## config.mk

```make
export PLATFORM = sky130hd
export DESIGN_NAME = sprite_blitter
export DESIGN_NICKNAME = d
export VERILOG_FILES = /design/src/rtl/blit_pkg.sv /design/src/rtl/blit_scan_counter.sv /design/src/rtl/sprite_blitter.sv
export SDC_FILE = /design/constraint.sdc
export NUM_CORES = 1
export LEC_CHECK = 0
export CORE_MARGIN = 1
export CORE_UTILIZATION = 30
export DETAILED_ROUTE_END_ITERATION = 16
export GPL_ROUTABILITY_DRIVEN = 0
export GPL_TIMING_DRIVEN = 0
export PLACE_DENSITY_LB_ADDON = 0.12
export RECOVER_POWER = 25
export SYNTH_ARGS = -nofsm -noshare
export SYNTH_HDL_FRONTEND = slang
export SYNTH_HIERARCHICAL = 1
export SYNTH_SLANG_ARGS = --single-unit
```

## constraint.sdc

```tcl
create_clock -name vga_clk -period 2.7 [get_ports vga_clk]
set_input_delay 0.675 -clock vga_clk [delete_from_list [all_inputs] [get_ports vga_clk]]
set_output_delay 0.675 -clock vga_clk [all_outputs]
set_load 0.02 [all_outputs]
```

## src/rtl/blit_pkg.sv

```systemverilog
// ---------------------------------------------------------------------------
// blit_pkg
// Shared definitions for the sprite blitter: the controller state encoding,
// the default sprite/framebuffer geometry and the default transparent
// palette index. Imported by blit_scan_counter and sprite_blitter.
// ---------------------------------------------------------------------------
package blit_pkg;

  // Controller states: wait for a request, stream ROM addresses, let the
  // two-deep pipeline empty, then announce completion.
  typedef enum logic [1:0] {
    IDLE  = 2'd0,
    READ  = 2'd1,
    DRAIN = 2'd2,
    DONE  = 2'd3
  } blit_state_t;

  // Default geometry: 32x32 sprites drawn into a 160x120 framebuffer.
  localparam int SPRITE_W_DEF = 32;
  localparam int SPRITE_H_DEF = 32;
  localparam int FB_W_DEF     = 160;
  localparam int FB_H_DEF     = 120;
  localparam int ROM_AW_DEF   = 12;
  localparam int FB_AW_DEF    = 15;

  // Palette index that marks a see-through sprite pixel.
  localparam logic [3:0] TRANSPARENT_DEF = 4'h0;

endpackage

```

## src/rtl/blit_scan_counter.sv

```systemverilog
// ---------------------------------------------------------------------------
// blit_scan_counter
// Row-major pixel counter for one sprite. Holds the (row, col) of the pixel
// whose ROM address is currently presented, produces the column actually
// read from the ROM (mirrored when requested) and flags the final pixel.
//
// Ports:
//   i_clk     clock
//   i_rstN    asynchronous active-low reset
//   i_clear   restart the scan at pixel (0,0)
//   i_advance step to the next pixel in row-major order
//   i_mirror  1 = read columns right-to-left
//   o_row     current sprite row
//   o_col     current destination column (never mirrored)
//   o_colRd   column used for the ROM address
//   o_last    current pixel is the bottom-right one
// ---------------------------------------------------------------------------
module blit_scan_counter
  import blit_pkg::*;
#(
  parameter int SPRITE_W = SPRITE_W_DEF,
  parameter int SPRITE_H = SPRITE_H_DEF,
  localparam int COL_W = $clog2(SPRITE_W),
  localparam int ROW_W = $clog2(SPRITE_H)
) (
  input  logic             i_clk,
  input  logic             i_rstN,
  input  logic             i_clear,
  input  logic             i_advance,
  input  logic             i_mirror,
  output logic [ROW_W-1:0] o_row,
  output logic [COL_W-1:0] o_col,
  output logic [COL_W-1:0] o_colRd,
  output logic             o_last
);

  localparam logic [COL_W-1:0] COL_MAX = COL_W'(SPRITE_W - 1);
  localparam logic [ROW_W-1:0] ROW_MAX = ROW_W'(SPRITE_H - 1);

  logic [ROW_W-1:0] r_row;
  logic [COL_W-1:0] r_col;

  // Column wraps into the next row; the controller stops advancing on the
  // last pixel, so the row never needs its own wrap.
  always_ff @(posedge i_clk or negedge i_rstN) begin
    if (!i_rstN) begin
      r_row <= '0;
      r_col <= '0;
    end else if (i_clear) begin
      r_row <= '0;
      r_col <= '0;
    end else if (i_advance) begin
      if (r_col == COL_MAX) begin
        r_col <= '0;
        r_row <= r_row + ROW_W'(1);
      end else begin
        r_col <= r_col + COL_W'(1);
      end
    end
  end

  assign o_row   = r_row;
  assign o_col   = r_col;
  // Mirroring only changes which ROM column is fetched; the destination
  // column still runs left-to-right.
  assign o_colRd = i_mirror ? (COL_MAX - r_col) : r_col;
  assign o_last  = (r_row == ROW_MAX) && (r_col == COL_MAX);

endmodule

```

## src/rtl/sprite_blitter.sv

```systemverilog
// ---------------------------------------------------------------------------
// sprite_blitter
// Copies one 4-bit indexed sprite from a synchronous ROM into the
// framebuffer at (pos_x, pos_y), optionally mirrored horizontally.
// Transparent and off-screen pixels are skipped without changing timing:
// every blit streams all SPRITE_W*SPRITE_H pixels, one per clock.
//
// Ports:
//   vga_clk      clock
//   reset_n      asynchronous active-low reset
//   start        blit request, only looked at while idle
//   pos_x/pos_y  destination of the sprite's top-left corner
//   sprite_base  ROM address of sprite pixel (0,0)
//   mirror_x     1 = read sprite columns right-to-left
//   rom_addr     address to the sprite ROM
//   rom_q        ROM data, one clock after rom_addr is sampled
//   fb_we        framebuffer write strobe
//   fb_addr      framebuffer write address (y*FB_W + x)
//   fb_data      palette index written
//   busy         blit in progress
//   done         one-cycle completion pulse
// ---------------------------------------------------------------------------
module sprite_blitter
  import blit_pkg::*;
#(
  parameter int         SPRITE_W    = SPRITE_W_DEF,
  parameter int         SPRITE_H    = SPRITE_H_DEF,
  parameter int         FB_W        = FB_W_DEF,
  parameter int         FB_H        = FB_H_DEF,
  parameter int         ROM_AW      = ROM_AW_DEF,
  parameter int         FB_AW       = FB_AW_DEF,
  parameter logic [3:0] TRANSPARENT = TRANSPARENT_DEF
) (
  input  logic              vga_clk,
  input  logic              reset_n,
  input  logic              start,
  input  logic [9:0]        pos_x,
  input  logic [9:0]        pos_y,
  input  logic [ROM_AW-1:0] sprite_base,
  input  logic              mirror_x,
  output logic [ROM_AW-1:0] rom_addr,
  input  logic [3:0]        rom_q,
  output logic              fb_we,
  output logic [FB_AW-1:0]  fb_addr,
  output logic [3:0]        fb_data,
  output logic              busy,
  output logic              done
);

  localparam int COL_W = $clog2(SPRITE_W);
  localparam int ROW_W = $clog2(SPRITE_H);

  blit_state_t       r_state;
  blit_state_t       w_nextState;
  logic              r_drainHalf;
  logic              w_accept;
  logic              w_advance;

  logic [9:0]        r_posX;
  logic [9:0]        r_posY;
  logic [ROM_AW-1:0] r_base;
  logic              r_mirror;

  logic [ROW_W-1:0]  w_row;
  logic [COL_W-1:0]  w_col;
  logic [COL_W-1:0]  w_colRd;
  logic              w_last;

  logic [10:0]       w_dstX;
  logic [10:0]       w_dstY;
  logic              r_s1Valid;
  logic [10:0]       r_s1X;
  logic [10:0]       r_s1Y;
  logic              w_visible;
  logic [FB_AW-1:0]  w_fbLin;

  // State register plus the flag that separates the two drain cycles.
  always_ff @(posedge vga_clk or negedge reset_n) begin
    if (!reset_n) begin
      r_state     <= IDLE;
      r_drainHalf <= 1'b0;
    end else begin
      r_state     <= w_nextState;
      r_drainHalf <= (r_state == DRAIN) && !r_drainHalf;
    end
  end

  // Next-state and control decode. DRAIN lasts two cycles so the last
  // pixel leaves the address/data pipeline before done is raised.
  always_comb begin
    w_nextState = r_state;
    w_accept    = 1'b0;
    w_advance   = 1'b0;
    busy        = 1'b0;
    done        = 1'b0;
    unique case (r_state)
      IDLE: begin
        if (start) begin
          w_accept    = 1'b1;
          w_nextState = READ;
        end
      end
      READ: begin
        busy = 1'b1;
        if (w_last) begin
          w_nextState = DRAIN;
        end else begin
          w_advance = 1'b1;
        end
      end
      DRAIN: begin
        busy = 1'b1;
        if (r_drainHalf) begin
          w_nextState = DONE;
        end
      end
      DONE: begin
        done        = 1'b1;
        w_nextState = IDLE;
      end
      default: w_nextState = IDLE;
    endcase
  end

  // Request parameters are captured once so the caller may change the
  // inputs while the blit runs.
  always_ff @(posedge vga_clk or negedge reset_n) begin
    if (!reset_n) begin
      r_posX   <= '0;
      r_posY   <= '0;
      r_base   <= '0;
      r_mirror <= 1'b0;
    end else if (w_accept) begin
      r_posX   <= pos_x;
      r_posY   <= pos_y;
      r_base   <= sprite_base;
      r_mirror <= mirror_x;
    end
  end

  blit_scan_counter #(
    .SPRITE_W (SPRITE_W),
    .SPRITE_H (SPRITE_H)
  ) u_scan (
    .i_clk     (vga_clk),
    .i_rstN    (reset_n),
    .i_clear   (w_accept),
    .i_advance (w_advance),
    .i_mirror  (r_mirror),
    .o_row     (w_row),
    .o_col     (w_col),
    .o_colRd   (w_colRd),
    .o_last    (w_last)
  );

  // ROM address wraps at ROM_AW bits so sprites may straddle the top.
  assign rom_addr = r_base
                  + ROM_AW'(w_row) * ROM_AW'(SPRITE_W)
                  + ROM_AW'(w_colRd);

  // Destination computed one bit wider than the position so a sprite
  // hanging off the right/bottom edge clips instead of wrapping.
  assign w_dstX = {1'b0, r_posX} + 11'(w_col);
  assign w_dstY = {1'b0, r_posY} + 11'(w_row);

  // First pipeline stage travels alongside the ROM read latency.
  always_ff @(posedge vga_clk or negedge reset_n) begin
    if (!reset_n) begin
      r_s1Valid <= 1'b0;
      r_s1X     <= '0;
      r_s1Y     <= '0;
    end else begin
      r_s1Valid <= (r_state == READ);
      r_s1X     <= w_dstX;
      r_s1Y     <= w_dstY;
    end
  end

  assign w_visible = r_s1Valid
                  && (rom_q != TRANSPARENT)
                  && (r_s1X < 11'(FB_W))
                  && (r_s1Y < 11'(FB_H));

  // Only evaluated for on-screen pixels, whose linear address fits FB_AW.
  assign w_fbLin = FB_AW'(r_s1Y) * FB_AW'(FB_W) + FB_AW'(r_s1X);

  // Framebuffer write stage; address and data hold between writes.
  always_ff @(posedge vga_clk or negedge reset_n) begin
    if (!reset_n) begin
      fb_we   <= 1'b0;
      fb_addr <= '0;
      fb_data <= '0;
    end else begin
      fb_we <= w_visible;
      if (w_visible) begin
        fb_addr <= w_fbLin;
        fb_data <= rom_q;
      end
    end
  end

endmodule

```

Word level (Yosys, flattened, before mapping)

Cells that the tools add are included.

Equality and inequality tests: 8
Multipliers: 1
Multiplexer cells: 17
Divide/modulo/power cells: 0
Bitwise gates (word level): 0
Reduce and logical (&&, ||, !) cells: 13
$lt $le $gt $ge: 2
Add/subtract/negate cells: 8
Shift-type cells: 0

Operators with widths:

| cell                    | number |
|---|---|
| $mux W5                 | 7 |
| $add A10 B5 Y11         | 2 |
| $add A15 B11 Y15        | 1 |
| $add A12 B10 Y12        | 1 |
| $add A12 B5 Y12         | 1 |
| $lt A11 B7 Y1 const B   | 1 |
| $lt A11 B8 Y1 const B   | 1 |
| $mul A11 B3 Y10 const B | 1 |
| $add A5 B1 Y5 const B   | 2 |
| $eq A5 B5 Y1 const B    | 2 |
| $pmux W2 S4             | 1 |
| $mux W1                 | 6 |
| $mux W2                 | 3 |
| $logic_and A1 B1 Y1     | 5 |
| $sub A5 B5 Y5 const A   | 1 |
| $eq A2 B2 Y1 const B    | 2 |
| $ne A2 B2 Y1 const B    | 2 |
| $reduce_bool A2 Y1      | 2 |
| $reduce_bool A4 Y1      | 1 |
| $reduce_and A3 Y1       | 1 |
| $eq A2 B1 Y1 const B    | 1 |
| $logic_not A2 Y1        | 1 |
| $ne A2 B1 Y1 const B    | 1 |
| $reduce_and A2 Y1       | 1 |
| other kinds (2)         | 2 |

Memory bits (read-only): 0
Memories: 0
Word-level logic and storage cells: 63
Latch bits: 0
Register bits after elaboration: 89
Memory bits (writable): 0

Depth between registers and ports, before layout

Gate-level depths: netlist (run 1).

Depth in word-level cells: 6
Depth in mapped cells: 11

Cells and area by module

Netlist (run 1), hierarchy kept.

Modules (own cells, without submodules):

| module            | area each (um2) | cells each | instances | sequential area each (um2) |
|---|---|---|---|---|
| sprite_blitter    | 4,409.2         | 390        | 1         | 1,976.9 |
| blit_scan_counter | 571.8           | 57         | 1         | 250.2 |

Worst setup path before layout (run 1)

No wires, ideal clock.

Path type: register to output
Start: reg r_mirror
End: out rom_addr[10]
Data required time: 2.025 ns
Arrival time: 2.912 ns
Setup slack: -0.887 ns
Buffers on the path: 1
Stages on the path, launching flop included: 12
Path through: dfrtp_1 clkbuf_1 xor2_1 ha_1 inv_1 fa_1 nor2b_1 o21ai_0 a21boi_0 o311a_1 nor2b_1 o311ai_0

Longest elaborated chain between the ends: 2

RTL lines:

| element                | RTL line                | RTL |
|---|---|---|
| from (decl)            | sprite_blitter.sv:62    | `logic r_mirror;` |
| from (signal assigned) | sprite_blitter.sv:137   | `r_mirror <= mirror_x;` |
| $mux W5                | blit_scan_counter.sv:66 | `assign o_colRd = i_mirror ? (COL_MAX - r_col) : r_col;` |
| via w_colRd[0]         | sprite_blitter.sv:66    | `logic [COL_W-1:0] w_colRd;` |
| $add A12 B5 Y12        | sprite_blitter.sv:159   | `+ ROM_AW'(w_colRd);` |
| to (decl)              | sprite_blitter.sv:41    | `output logic [ROM_AW-1:0] rom_addr,` |

The timed path passes the listed nets, and every way through them passes these cells.

Final worst setup path (run 1)

Start: reg u_scan.r_col[2], in the netlist u_scan/o_col[2]
End: out rom_addr[10]

Longest elaborated chain between the ends: 3

RTL lines:

| element                | RTL line                | RTL |
|---|---|---|
| from (decl)            | blit_scan_counter.sv:41 | `logic [COL_W-1:0] r_col;` |
| from (signal assigned) | blit_scan_counter.sv:57 | `r_col <= r_col + COL_W'(1);` |
| $sub A5 B5 Y5          | blit_scan_counter.sv:66 |  |
| $mux W5 *              | blit_scan_counter.sv:66 |  |
| via w_colRd[2]         | sprite_blitter.sv:66    |  |
| $add A12 B5 Y12 *      | sprite_blitter.sv:159   |  |

Mark *: on every way through the listed nets, which the timed path passes. The rest lies on a longest branch.

==> flow_metrics.env, run 1 <==
export IMPL_status="finished with violations"
export IMPL_failed_checks="setup timing"
export IMPL_synth_top_cell_area_share_pct=44.71
export IMPL_clk_path_buf_depth=2
export IMPL_clkTransAtPathRegs_ps=70
export IMPL_synth_async_reset_ratio_pct=100.0
export IMPL_drc_errors=0
export IMPL_synth_ff_type="dfrtp_1"
export IMPL_final_nets=639
export IMPL_drtPass1Iterations=4
export IMPL_grt_overflow=0
export IMPL_antenna_found_initial=0
export IMPL_final_max_slew_viol_count=0
export IMPL_layout_min_cycle_time_ps=3373
export IMPL_synthesis_nets=540
export IMPL_cts_htree_levels=3
export IMPL_synth_area_um2=4981
export IMPL_hold_viol=0
export IMPL_synth_most_common_cell="dfrtp_1"
export IMPL_finalSetupViolations=10
export IMPL_ys_ff_latch=89
export IMPL_yosysSeqAreaShare_pct=44.71
export IMPL_tns_ps=-4196
export IMPL_startpoint_type="flip-flop"
export IMPL_first_iter_violations=140
export IMPL_crit_fanout=7
export IMPL_utilization_pct=41.11
export IMPL_setup_worst_path_end_class="output port"
export IMPL_postRouteAntennaNets=0
export IMPL_ir_drop_mv=1.109
export IMPL_vias=3532
export IMPL_cts_sinks=89
export IMPL_wire_per_inst_um=14.15
export IMPL_dp_hpwl_um=8010
export IMPL_worst_slew_pin_slew_ps=1229
export IMPL_cts_tree="yes"
export IMPL_initial_utilization_pct=31.02
export IMPL_synth_enable_flop_cells=0
export IMPL_grt_pass1_wl_um=18200
export IMPL_synth_commonest_cells="dfrtp_1 (89), ha_1 (48), mux2_2 (48)"
export IMPL_rsz0062_at_grt="yes"
export IMPL_drv_cap=0
export IMPL_wirelength_um=10850
export IMPL_ys_top_cells_by_area="dfrtp_1 (45%), ha_1 (12%), mux2_2 (11%), xnor2_1 (4.0%), xor2_1 (3.2%)"
export IMPL_grt_util_met1_pct=17.09
export IMPL_period_share_pct=124.9
export IMPL_max_slew_margin_pct=18.04
export IMPL_min_from="r_drainHalf"
export IMPL_cts_made_buffers=9
export IMPL_ioPinCount=74
export IMPL_area_growth_pct=32.53
export IMPL_hold_class="reg -> reg"
export IMPL_cts_root_buf="clkbuf_16"
export IMPL_power_density_nw_per_um2=1548
export IMPL_design_die_area_um2=17120
export IMPL_fin_worst_skew_ps=6.198
export IMPL_met2_usage_pct=24.15
export IMPL_clk_latency_ps=350
export IMPL_grt_pass1_vias=3710
export IMPL_rows=46
export IMPL_crit_path_start="u_scan/o_col[2]"
export IMPL_maxClockFrequency_mhz=296.4
export IMPL_track_usage_pct=14.10
export IMPL_r2r_setup_slack_ps=100
export IMPL_grt_max_degree=51
export IMPL_use_met3_pct=2.932
export IMPL_port_buffers=73
export IMPL_coreArea_um2=16060
export IMPL_setup_slack_ps=-673.3
export IMPL_die_x_um=130.9
export IMPL_postSynthCellCount=447
export IMPL_final_layout_size_suffix_gt1_share_pct=24.68
export IMPL_die_h_um=130.9
export IMPL_antennaDiodeCount=0
export IMPL_synth_top_cell_by_area="dfrtp_1"
export IMPL_yosys_warnings=6
export IMPL_worstPathRequired_ps=2030
export IMPL_critPathKind="reg -> out"
export IMPL_drt_vias_per_instance=4.605
export IMPL_ys_types=50
export IMPL_syn_avg_cell_area_um2=11.14
export IMPL_cellLeakagePower_nw=2.998
export IMPL_r2r_start="r_s1Y[1]"
export IMPL_arrival_ps=2700
export IMPL_busiest_layer="met2"
==> placed cells by master (no fill, tap or decap), types with 3 or more instances in the layout <==
cell	instances
a211oi_1	4
a21o_1	8
a21oi_1	20
a21oi_2	3
and3_1	3
buf_2	3
buf_4	22
buf_6	3
clkbuf_1	5
clkbuf_16	9
clkdlybuf4s50_1	61
dfrtp_1	85
dfrtp_2	4
fa_1	3
ha_1	42
ha_4	4
inv_1	27
mux2_2	48
mux2i_1	3
nand2_1	21
nand3_1	6
nand4_1	7
nor2_1	34
nor2b_1	4
o21a_1	3
o21ai_0	18
or3_1	4
xnor2_1	19
xnor2_2	4
xor2_1	16
==> final timing paths <==
path | to | depth (start not counted)
worst min-delay path | r_drainHalf | 1
min in group asynchronous | fb_data[0] | 1
max in group asynchronous | u_scan/o_col[0] | 2
worst min register to register | r_drainHalf | 1
worst max register to register | fb_addr[12] | 10
worst max-delay path | rom_addr[10] | 9
==> where the power goes <==
| group | switching, W | internal [W] |
|---|---|---|
| Clock | 0.000545 | 0.000774 |
| Combinational | 0.00321 | 0.00327 |
| Sequential | 0.000474 | 0.00194 |
| Total | 0.00423 | 0.00599 |
==> kinds of logic (layout without fill, tap and decap cells) <==
logic type	count (synthesis)	after routing	synth area share (%)
compound gates	76	76	9.571
xor+xnor	41	41	7.209
fa+ha+maj	53	53	14.07
buf+inv	39	143	3.065
flops	89	89	44.71
mux	51	51	11.45
simple gates	98	98	9.922
==> area by class of cell <==
class	instances	area, um2
fill	1533	9457
timing repair buffer	89	820.8
tap	216	270.3
buffer	9	40.04
inverter	29	108.9
multi-input combinational	319	2814
clock buffer	11	252.7
sequential	89	2232
clock inverter	5	62.56
==> worst max-delay path, stage by stage (launching register included) <==
cell	delay, ps
dfrtp_2	460
xor2_1	190
ha_1	370
nor2b_4	150
o21ai_2	140
a21boi_2	90
o311a_1	410
nand4b_1	250
o311ai_4	130
buf_6	150
==> through the flow <==
| stage | total power (W) | cell area (um2) | hold slack (ps) | std cells | setup slack [ps] |
|---|---|---|---|---|---|
| finish | 0.01022 | 6601 | 412.7 | 767 | -673.3 |
| global route | 0.01112 | 6601 | 458.2 | 767 | -786.0 |
| CTS | 0.009831 | 6482 | 327.4 | 763 | -699.1 |
| detailed placement | 0.008165 | 6068 | 408.1 | 737 | -921.7 |
| global placement | 0.008123 | 6043 | 404.8 | 736 | -2435 |
| floorplan | 0.006398 | 5042 | 379.4 | 447 | -155.7 |
==> flip-flops by register name, summed over array words and instances (netlist names) <==
name          count
u_scan/o_col      5
fb_addr          15
r_posY           10
fb_data           4
fb_we             1
r_s1Y            11
r_mirror          1
r_s1X            11
r_s1Valid         1
u_scan/o_row      5
r_posX           10
r_base           12
r_state           2
r_drainHalf       1
==> what timing repair did <==
action	CTS	global route
setup buffers	11	5
cloned	0	0
gates resized for setup	77	19
setup endpoints to repair	15	16
pin swaps	18	21
hold buffers	0	0
==> metal layers <==
layer  routed length, um  up-vias
li1                    -     1758
met1                4898     1696
met2                5418       64
met3                 333       14
met4                 202        0
met5                   0        -
Note: power is estimated with default switching activity, not from simulation.
==> run 2: changes to the inputs <==
- SKIP_CTS_REPAIR_TIMING: unset -> 1
==> run 2 against run 1 <==
Against the previous run:
- the flow still finishes with violations (setup timing)
- die area unchanged
- cell area decreased by 1.3%
- cell count decreased by 0.52%
- utilization decreased by 0.53 points
- via count decreased by 1.4%
- clock power about the same
- fmax decreased by 0.69%
- critical endpoint unchanged
- routed wire length decreased by 0.97%
- sequential cell count unchanged
- power decreased by 3.6%
- largest power group unchanged
==> flow_metrics.env, run 2 (synthesized netlist as in run 1, its figures left out) <==
export IMPL_status="finished with violations"
export IMPL_failed_checks="setup timing"
export IMPL_grt_max_degree=51
export IMPL_clk_latency_ps=350
export IMPL_hold_viol=0
export IMPL_dp_hpwl_um=8010
export IMPL_setup_slack_ps=-696.9
export IMPL_startpoint_type="flip-flop"
export IMPL_grt_overflow=0
export IMPL_final_max_slew_viol_count=0
export IMPL_coreArea_um2=16060
export IMPL_setup_worst_path_end_class="output port"
export IMPL_rows=46
export IMPL_regMostFlops="fb_addr"
export IMPL_grt_pass1_wl_um=17910
export IMPL_antenna_found_initial=0
export IMPL_rsz0062_at_grt="yes"
export IMPL_final_layout_size_suffix_gt1_share_pct=22.12
export IMPL_r2r_end="fb_addr[12]"
export IMPL_period_share_pct=125.8
export IMPL_wire_per_inst_um=14.09
export IMPL_max_slew_margin_pct=29.02
export IMPL_layout_commonest_cell="dfrtp_1"
export IMPL_hold_class="reg -> reg"
export IMPL_die_x_um=130.9
export IMPL_r2r_start="r_s1Y[3]"
export IMPL_track_usage_pct=13.88
export IMPL_drv_cap=0
export IMPL_pre_cts_slack_ps=-921.7
export IMPL_finalSetupViolations=10
export IMPL_layout_min_cycle_time_ps=3397
export IMPL_critPathCapture="rom_addr[10]"
export IMPL_clkTransAtPathRegs_ps=70
export IMPL_area_growth_pct=30.82
export IMPL_clk_path_buf_depth=2
export IMPL_cts_htree_levels=3
export IMPL_worst_slew_pin_slew_ps=1065
export IMPL_first_iter_violations=133
export IMPL_drc_errors=0
export IMPL_crit_path_start="u_scan/o_col[0]"
export IMPL_antennaDiodeCount=0
export IMPL_postRouteAntennaNets=0
export IMPL_crit_fanout=6
export IMPL_reg_top3="fb_addr x15, r_base x12"
export IMPL_r2r_cells=10
export IMPL_wirelength_um=10750
export IMPL_maxClockFrequency_mhz=294.4
export IMPL_die_h_um=130.9
export IMPL_grt_pass1_vias=3661
export IMPL_arrival_ps=2720
export IMPL_power_density_nw_per_um2=1511
export IMPL_largest_reg_flops=15
export IMPL_drt_vias_per_instance=4.562
export IMPL_vias=3481
export IMPL_port_buffers=73
export IMPL_fin_worst_skew_ps=5.782
export IMPL_cellLeakagePower_nw=2.980
export IMPL_cts_sinks=89
export IMPL_r2r_setup_slack_ps=70
export IMPL_power_w=0.009847
export IMPL_cts_made_buffers=9
export IMPL_worstPathRequired_ps=2030
export IMPL_drtPass1Iterations=4
export IMPL_critPathKind="reg -> out"
export IMPL_cts_root_buf="clkbuf_16"
export IMPL_mostFrequentLayoutCells="dfrtp_1 (86), clkdlybuf4s50_1 (61), mux2_2 (48)"
export IMPL_design_die_area_um2=17120
export IMPL_cts_tree="yes"
export IMPL_initial_utilization_pct=31.02
export IMPL_ioPinCount=74
export IMPL_final_nets=635
export IMPL_ir_drop_mv=1.102
-- run 2: cell count changes in the layout (fill, tap and decap cells not counted), moves of 2 or more --
cell,before,now
buf_4,22,15
clkbuf_2,2,5
ha_1,42,44
o21ai_0,18,20
-- run 2: area by class of cell --
class	instances	area, um2
fill	1542	9542
multi-input combinational	319	2736
sequential	89	2231
timing repair buffer	85	814.5
tap	216	270.3
clock buffer	11	252.7
inverter	29	108.9
clock inverter	5	62.56
buffer	9	40.04
-- run 2: critical path, cell delays in order, from the launching register on --
cell,delay (ps)
dfrtp_2,460
xor2_2,180
ha_2,210
inv_2,40
fa_2,360
nor2b_2,130
o21ai_2,70
a21boi_2,210
o311a_1,250
nand4b_1,180
o311ai_4,120
buf_6,160
-- run 2: stage by stage --
| step | hold WS, ps | setup TNS, ps | utilization, % | cell area, um2 | instances |
|---|---|---|---|---|---|
| floorplan | 379.4 | -303.4 | - | 5042 | 447 |
| global placement | 404.8 | -224610 | 37.63 | 6043 | 736 |
| detailed placement | 408.1 | -8688 | 37.79 | 6068 | 737 |
| CTS | 327.4 | -10360 | 39.75 | 6384 | 753 |
| global route | 458.2 | -5661 | 40.58 | 6516 | 763 |
| finish | 412.6 | -4179 | 40.58 | 6516 | 763 |
-- run 2: power breakdown --
part           internal, W  switching [W]
sequential         0.00194       0.000471
clock             0.000774       0.000545
combinational      0.00303        0.00308
-- run 2: per-layer routing --
layer | vias up | GRT usage (%) | part of all wire [%]
li1 | 1756 | - | -
met4 | 0 | 6.153 | 1.7
met3 | 12 | 3.013 | 3.0
met2 | 62 | 23.50 | 50
met1 | 1651 | 16.95 | 45
met5 | - | 0 | 0
-- run 2: worst min-delay path by stage --
stage	startpoint	endpoint	cells after the start
after floorplan	reset_n	fb_addr[0]	0
after global placement	r_drainHalf	r_drainHalf	1
after detailed placement	r_drainHalf	r_drainHalf	1
after CTS	reset_n	fb_we	1
after global routing	r_drainHalf	r_drainHalf	1
final	r_drainHalf	r_drainHalf	1
==> RTL edit 1: new RTL, config.mk and constraints of run 1 <==
Reset style: synchronous (`i_rstN` and `reset_n`), changed in 5 clocked blocks. Comments in the files are not updated.
--- a/src/rtl/blit_scan_counter.sv
+++ b/src/rtl/blit_scan_counter.sv
@@ -42,7 +42,7 @@
 
   // Column wraps into the next row; the controller stops advancing on the
   // last pixel, so the row never needs its own wrap.
-  always_ff @(posedge i_clk or negedge i_rstN) begin
+  always_ff @(posedge i_clk) begin
     if (!i_rstN) begin
       r_row <= '0;
       r_col <= '0;
--- a/src/rtl/sprite_blitter.sv
+++ b/src/rtl/sprite_blitter.sv
@@ -75,7 +75,7 @@
   logic [FB_AW-1:0]  w_fbLin;
 
   // State register plus the flag that separates the two drain cycles.
-  always_ff @(posedge vga_clk or negedge reset_n) begin
+  always_ff @(posedge vga_clk) begin
     if (!reset_n) begin
       r_state     <= IDLE;
       r_drainHalf <= 1'b0;
@@ -124,7 +124,7 @@
 
   // Request parameters are captured once so the caller may change the
   // inputs while the blit runs.
-  always_ff @(posedge vga_clk or negedge reset_n) begin
+  always_ff @(posedge vga_clk) begin
     if (!reset_n) begin
       r_posX   <= '0;
       r_posY   <= '0;
@@ -164,7 +164,7 @@
   assign w_dstY = {1'b0, r_posY} + 11'(w_row);
 
   // First pipeline stage travels alongside the ROM read latency.
-  always_ff @(posedge vga_clk or negedge reset_n) begin
+  always_ff @(posedge vga_clk) begin
     if (!reset_n) begin
       r_s1Valid <= 1'b0;
       r_s1X     <= '0;
@@ -185,7 +185,7 @@
   assign w_fbLin = FB_AW'(r_s1Y) * FB_AW'(FB_W) + FB_AW'(r_s1X);
 
   // Framebuffer write stage; address and data hold between writes.
-  always_ff @(posedge vga_clk or negedge reset_n) begin
+  always_ff @(posedge vga_clk) begin
     if (!reset_n) begin
       fb_we   <= 1'b0;
       fb_addr <= '0;
Behaviour: differs if reset_n is asserted again (counterexample within 4 cycles, from zero or initial values and one cycle with reset_n low); with reset_n held inactive, the same outputs for 4 cycles.
==> RTL edit 1 against run 1 <==
Synthesized area fell by 0.23%. Sequential share of layout area fell by 6.3 points. Highest routed layer unchanged. Register-to-register slack improved by 0.02 ns. Clock skew rose by 0.0025 ns. Wire length rose by 9.3%. Sequential cell count did not move. Cell area fell by 1.0%. Worst setup slack improved by 0.058 ns. The run still ends with negative setup slack left.
Power is not compared: it rests on default switching activity, and its combinational part moved more than twofold at a synthesized area within 25%.
==> RTL edit 1: results (changes against run 1) <==
| Metric | Value |
|---|---|
| Status | `complete, but fails checks` |
| Failing checks | `negative setup slack` |
| Seq_cells | `89 (unchanged)` |
| Place WS | `-0.817 ns (+0.104 ns)` |
| Multi-input logic area | `3090 µm² (+9.7%)` |
| Vias per inst | `4.62 (+0.29%)` |
| Post-synthesis cell type count | `57 (+14%)` |
| Register Area | `1800 µm² (-20%)` |
| Min-Delay Path Depth | `2 (+1)` |
| Drt wl/cell | `13.6 µm (-4.2%)` |
| Cell area after layout | `6530 µm² (-1.0%)` |
| Largest cells by area after synthesis | `dfxtp_1, ha_1, nand2_1` |
| # clk buffers | `12 (+1)` |
| Worst reg2reg endpoint | `fb_addr[14]` |
| All-Layer GR Usage | `0.147 (+0.00625)` |
| Worst Path Max Fanout | `5 (-2)` |
| Sequential area share after synthesis | `0.359 (-0.0886)` |
| Asr flop ratio synth | `0 (-1.00)` |
| Area of placed instances | `6040 µm² (-0.45%)` |
| Setup ws final | `-0.615 ns (+0.0585 ns)` |
| R2r setup slk | `0.12 ns (+0.02 ns)` |
| Signal buffers share of area | `0.141 (+0.0102)` |
| Relative slew slack | `0.121 (-0.0598)` |
| Ratio of cells with drive above 1 in the final layout | `0.127 (-0.119)` |
| Met3 Usage GRT | `0.0387 (+0.00936)` |
| Hold path startpoint | `r_posX[3]` |
| Hold Path End | `r_posX[3]` |
| Mapped Cells | `558 (+25%)` |
| Worst r2r src | `r_s1Y[1]` |
| CP arrival | `2.64 ns (-0.06 ns)` |
| Clock network area share | `0.0521 (+0.00433)` |
| Post-Route WL | `11.9 mm (+9.3%)` |
| Crit path largest cell delay | `0.51 ns (+0.05 ns)` |
| Final setup fails | `9 (-1)` |
| Core Box Area | `16000 µm² (-0.36%)` |
| Met1 Resource Use GR | `0.177 (+0.00631)` |
| GR Layer Usage met2 | `0.259 (+0.0171)` |
| Syn nets | `651 (+21%)` |
| Post-CTS setup buffer count | `8 (-3)` |
| WHS | `0.469 ns (+0.0563 ns)` |
| Total of fill cells in the finished design | `1640 (+7.0%)` |
| Via count of the first global-routing pass | `3998 (+7.8%)` |
| CTS resizes | `65 (-16%)` |
| Post-DP HPWL | `9.11 mm (+14%)` |
| Setup TNS Final | `-2.70 ns (+1.50 ns)` |
| Multi-In Gates | `417 (+31%)` |
| Buffers excl. clock | `106 (+8.2%)` |
| Inst Count DP | `847 (+15%)` |
| First-pass GRT wire length | `19.0 mm (+4.3%)` |
| Most common library cells after synthesis | `dfxtp_1, nand2_1, ha_1, a21boi_0, inv_1` |
| Iter 0 DRT Violations | `99 (-29%)` |
| Signal inverters | `31 (+6.9%)` |
-- RTL edit 1: changes by cell type after synthesis, moves of 16 or more --
| cell | change |
|---|---|
| a21boi_0 | +36 |
| dfrtp_1 | -89 |
| dfxtp_1 | +89 |
| mux2_2 | -48 |
| mux2i_1 | +16 |
| nand2_1 | +60 |
| nor2_1 | -22 |
| nor2b_1 | +18 |
-- RTL edit 1: power groups by stage --
stage | Sequential (mW) | Combinational [mW] | Clock (mW)
2_1_floorplan | 1.65 | 0.938 | 0
3_3_place_gp | 1.65 | 1.42 | 0
6_report | 1.62 | 1.46 | 1.40
4_1_cts | 1.62 | 1.46 | 1.45
3_5_place_dp | 1.65 | 1.45 | 0
5_1_grt | 1.65 | 1.63 | 1.51
-- RTL edit 1: metal layers --
| layer | vias up | routed length [µm] |
|---|---|---|
| met1 | 1882 | 5470 |
| met2 | 40 | 5970 |
| met5 | - | 0 |
| li1 | 2111 | - |
| met3 | 8 | 327 |
| met4 | 0 | 94 |
-- RTL edit 1: cell families after synthesis --
group / Yosys count / synth area share
flops: 89 / 0.359
compound gates: 126 / 0.166
simple gates: 188 / 0.198
buf+inv: 52 / 0.0436
xor+xnor: 31 / 0.0546
fa+ha+maj: 53 / 0.141
mux: 19 / 0.0383
-- RTL edit 1: worst max path at each step --
| stage | cells past startpoint | end | start |
|---|---|---|---|
| 3_5_place_dp | 12 | rom_addr[10] | r_mirror |
| 2_1_floorplan | 9 | rom_addr[11] | r_mirror |
| 5_1_grt | 9 | rom_addr[11] | r_mirror |
| 4_1_cts | 9 | rom_addr[11] | r_mirror |
| 6_report | 9 | rom_addr[11] | r_mirror |
| 3_3_place_gp | 12 | rom_addr[10] | r_mirror |
==> RTL edit 2: new RTL, config.mk and constraints of run 1 <==
Without the edit above. `SPRITE_H_DEF`: 32 -> 64.
--- a/src/rtl/blit_pkg.sv
+++ b/src/rtl/blit_pkg.sv
@@ -17,7 +17,7 @@
 
   // Default geometry: 32x32 sprites drawn into a 160x120 framebuffer.
   localparam int SPRITE_W_DEF = 32;
-  localparam int SPRITE_H_DEF = 32;
+  localparam int SPRITE_H_DEF = 64;
   localparam int FB_W_DEF     = 160;
   localparam int FB_H_DEF     = 120;
   localparam int ROM_AW_DEF   = 12;
Behaviour: same outputs for any inputs over 4 cycles, from zero or initial values and one cycle with reset_n low; that may be too few to reach the edited logic, so the function may still have changed.
==> RTL edit 2 against run 1 <==
The run still ends with negative setup slack left. Non-clock buffer count increased by 2. Count of clock-buffer cells in the layout unchanged. Sequential share of layout area decreased by 0.075 points. Die area increased by 1.4%. Synthesized area increased by 1.5%. Cell area increased by 1.3%. Sequential cell count increased by 1. Worst setup slack improved by 0.13 ns. Critical path depth increased by 2. Wire length decreased by 0.24%. Power decreased by 1.6%. Sequential power about the same. Highest routed layer is now met5.
==> RTL edit 2: results (changes against run 1) <==
| Metric | Value |
|---|---|
| Status | `complete, but fails checks` |
| Failing checks | `negative setup slack` |
| Post-CTS setup buffer count | `12 (+1)` |
| VDD IR max | `0.978 mV (-12%)` |
| Cells on worst reg2reg path | `10 (unchanged)` |
| Post-DP HPWL | `8.19 mm (+2.3%)` |
| Worst r2r src | `r_s1Y[3]` |
| Final period utilization | `1.20 (-0.0472)` |
| CP arrival | `2.57 ns (-0.13 ns)` |
| Clock Tree Buf Depth | `2 (unchanged)` |
| Sequential area share after synthesis | `0.446 (-0.00147)` |
| Fin util | `0.405 (-0.00623)` |
| Largest net degree at the start of global routing | `56 (+9.8%)` |
| Final nets | `648 (+1.4%)` |
| Met2 WL | `5.20 mm (-4.1%)` |
| Via count of the first global-routing pass | `3763 (+1.4%)` |
| Place WS | `-0.852 ns (+0.0699 ns)` |
| Clk network pwr share | `0.116 (-0.013)` |
| Pleak | `2.99 nW (-0.38%)` |
| M1 wire length | `4.93 mm (+0.73%)` |
| Largest cells by area after synthesis | `dfrtp_1, ha_1, mux2_2` |
| Ratio of cells with drive above 1 in the final layout | `0.254 (+0.00720)` |
| Inst Count DP | `746 (+1.2%)` |
| All-Layer GR Usage | `0.135 (-0.00639)` |
| Most common library cells after synthesis | `dfrtp_1, ha_1, mux2_2, inv_1, a21oi_1` |
| Slew @ Worst Pin | `1.36 ns (+0.128 ns)` |
| CTS resizes | `74 (-3.9%)` |
| Largest regs | `fb_addr: 15 flops, r_base: 12 flops` |
| Setup ws final | `-0.546 ns (+0.127 ns)` |
| Min-Delay Path Depth | `1 (unchanged)` |
| Max layer used | `met5` |
| Setup TNS Final | `-3.67 ns (+0.526 ns)` |
| Iter 0 DRT Violations | `118 (-16%)` |
| Drt wl/cell | `13.9 µm (-1.8%)` |
| Initial antenna violation count | `1 (+1)` |
| First-pass GRT wire length | `18.3 mm (+0.53%)` |
| Total of fill cells in the finished design | `1606 (+4.8%)` |
| Post-Route WL | `10.8 mm (-0.24%)` |
| Mean Syn Cell Area | `11.2 µm² (+0.33%)` |
| Final setup fails | `9 (-1)` |
| Delay-heaviest family, CP | `adder cells` |
| Internal Power | `5.83 mW (-2.6%)` |
| NetSw | `4.22 mW (-0.25%)` |
| Syn nets | `546 (+1.1%)` |
| Worst Path Max Fanout | `5 (-2)` |
| Vias per inst | `4.62 (+0.38%)` |
| Seq pwr | `2.42 mW (about the same)` |
| Max Clock Skew | `0.00923 ns (+0.00303 ns)` |
| Area of placed instances | `6170 µm² (+1.6%)` |
| Clock latency on the worst-skew pair | `0.34 ns` |
| WL met3 | `496 µm (+49%)` |
| WHS | `0.411 ns (-0.00167 ns)` |
RTL edit 2: layer usage:
metal	global-route usage	vias to the layer above
met5	0	-
met4	0.0426	2
met3	0.0454	16
met2	0.224	81
met1	0.164	1711
li1	-	1791
RTL edit 2: cell type report:
cell class | instances | share of cell area
Clock inverter | 5 | 0.00580
Sequential cell | 90 | 0.337
Clock buffer | 11 | 0.0348
Tap cell | 220 | 0.0411
Timing Repair Buffer | 93 | 0.131
Inverter | 30 | 0.0174
Multi-Input combinational cell | 323 | 0.428
Buffer | 7 | 0.00486
RTL edit 2: kinds of logic (layout without fill, tap and decap cells):
logic type | count (synthesis) | after routing | share of synthesized area
muxes | 49 | 49 | 0.108
AOI/OAI and AO/OA | 89 | 89 | 0.112
xor gates and xnor gates | 41 | 41 | 0.0711
buffers and inverters | 39 | 146 | 0.0297
adders and majority gates | 54 | 54 | 0.141
and+or+nand+nor | 90 | 90 | 0.0916
DFF | 90 | 90 | 0.446
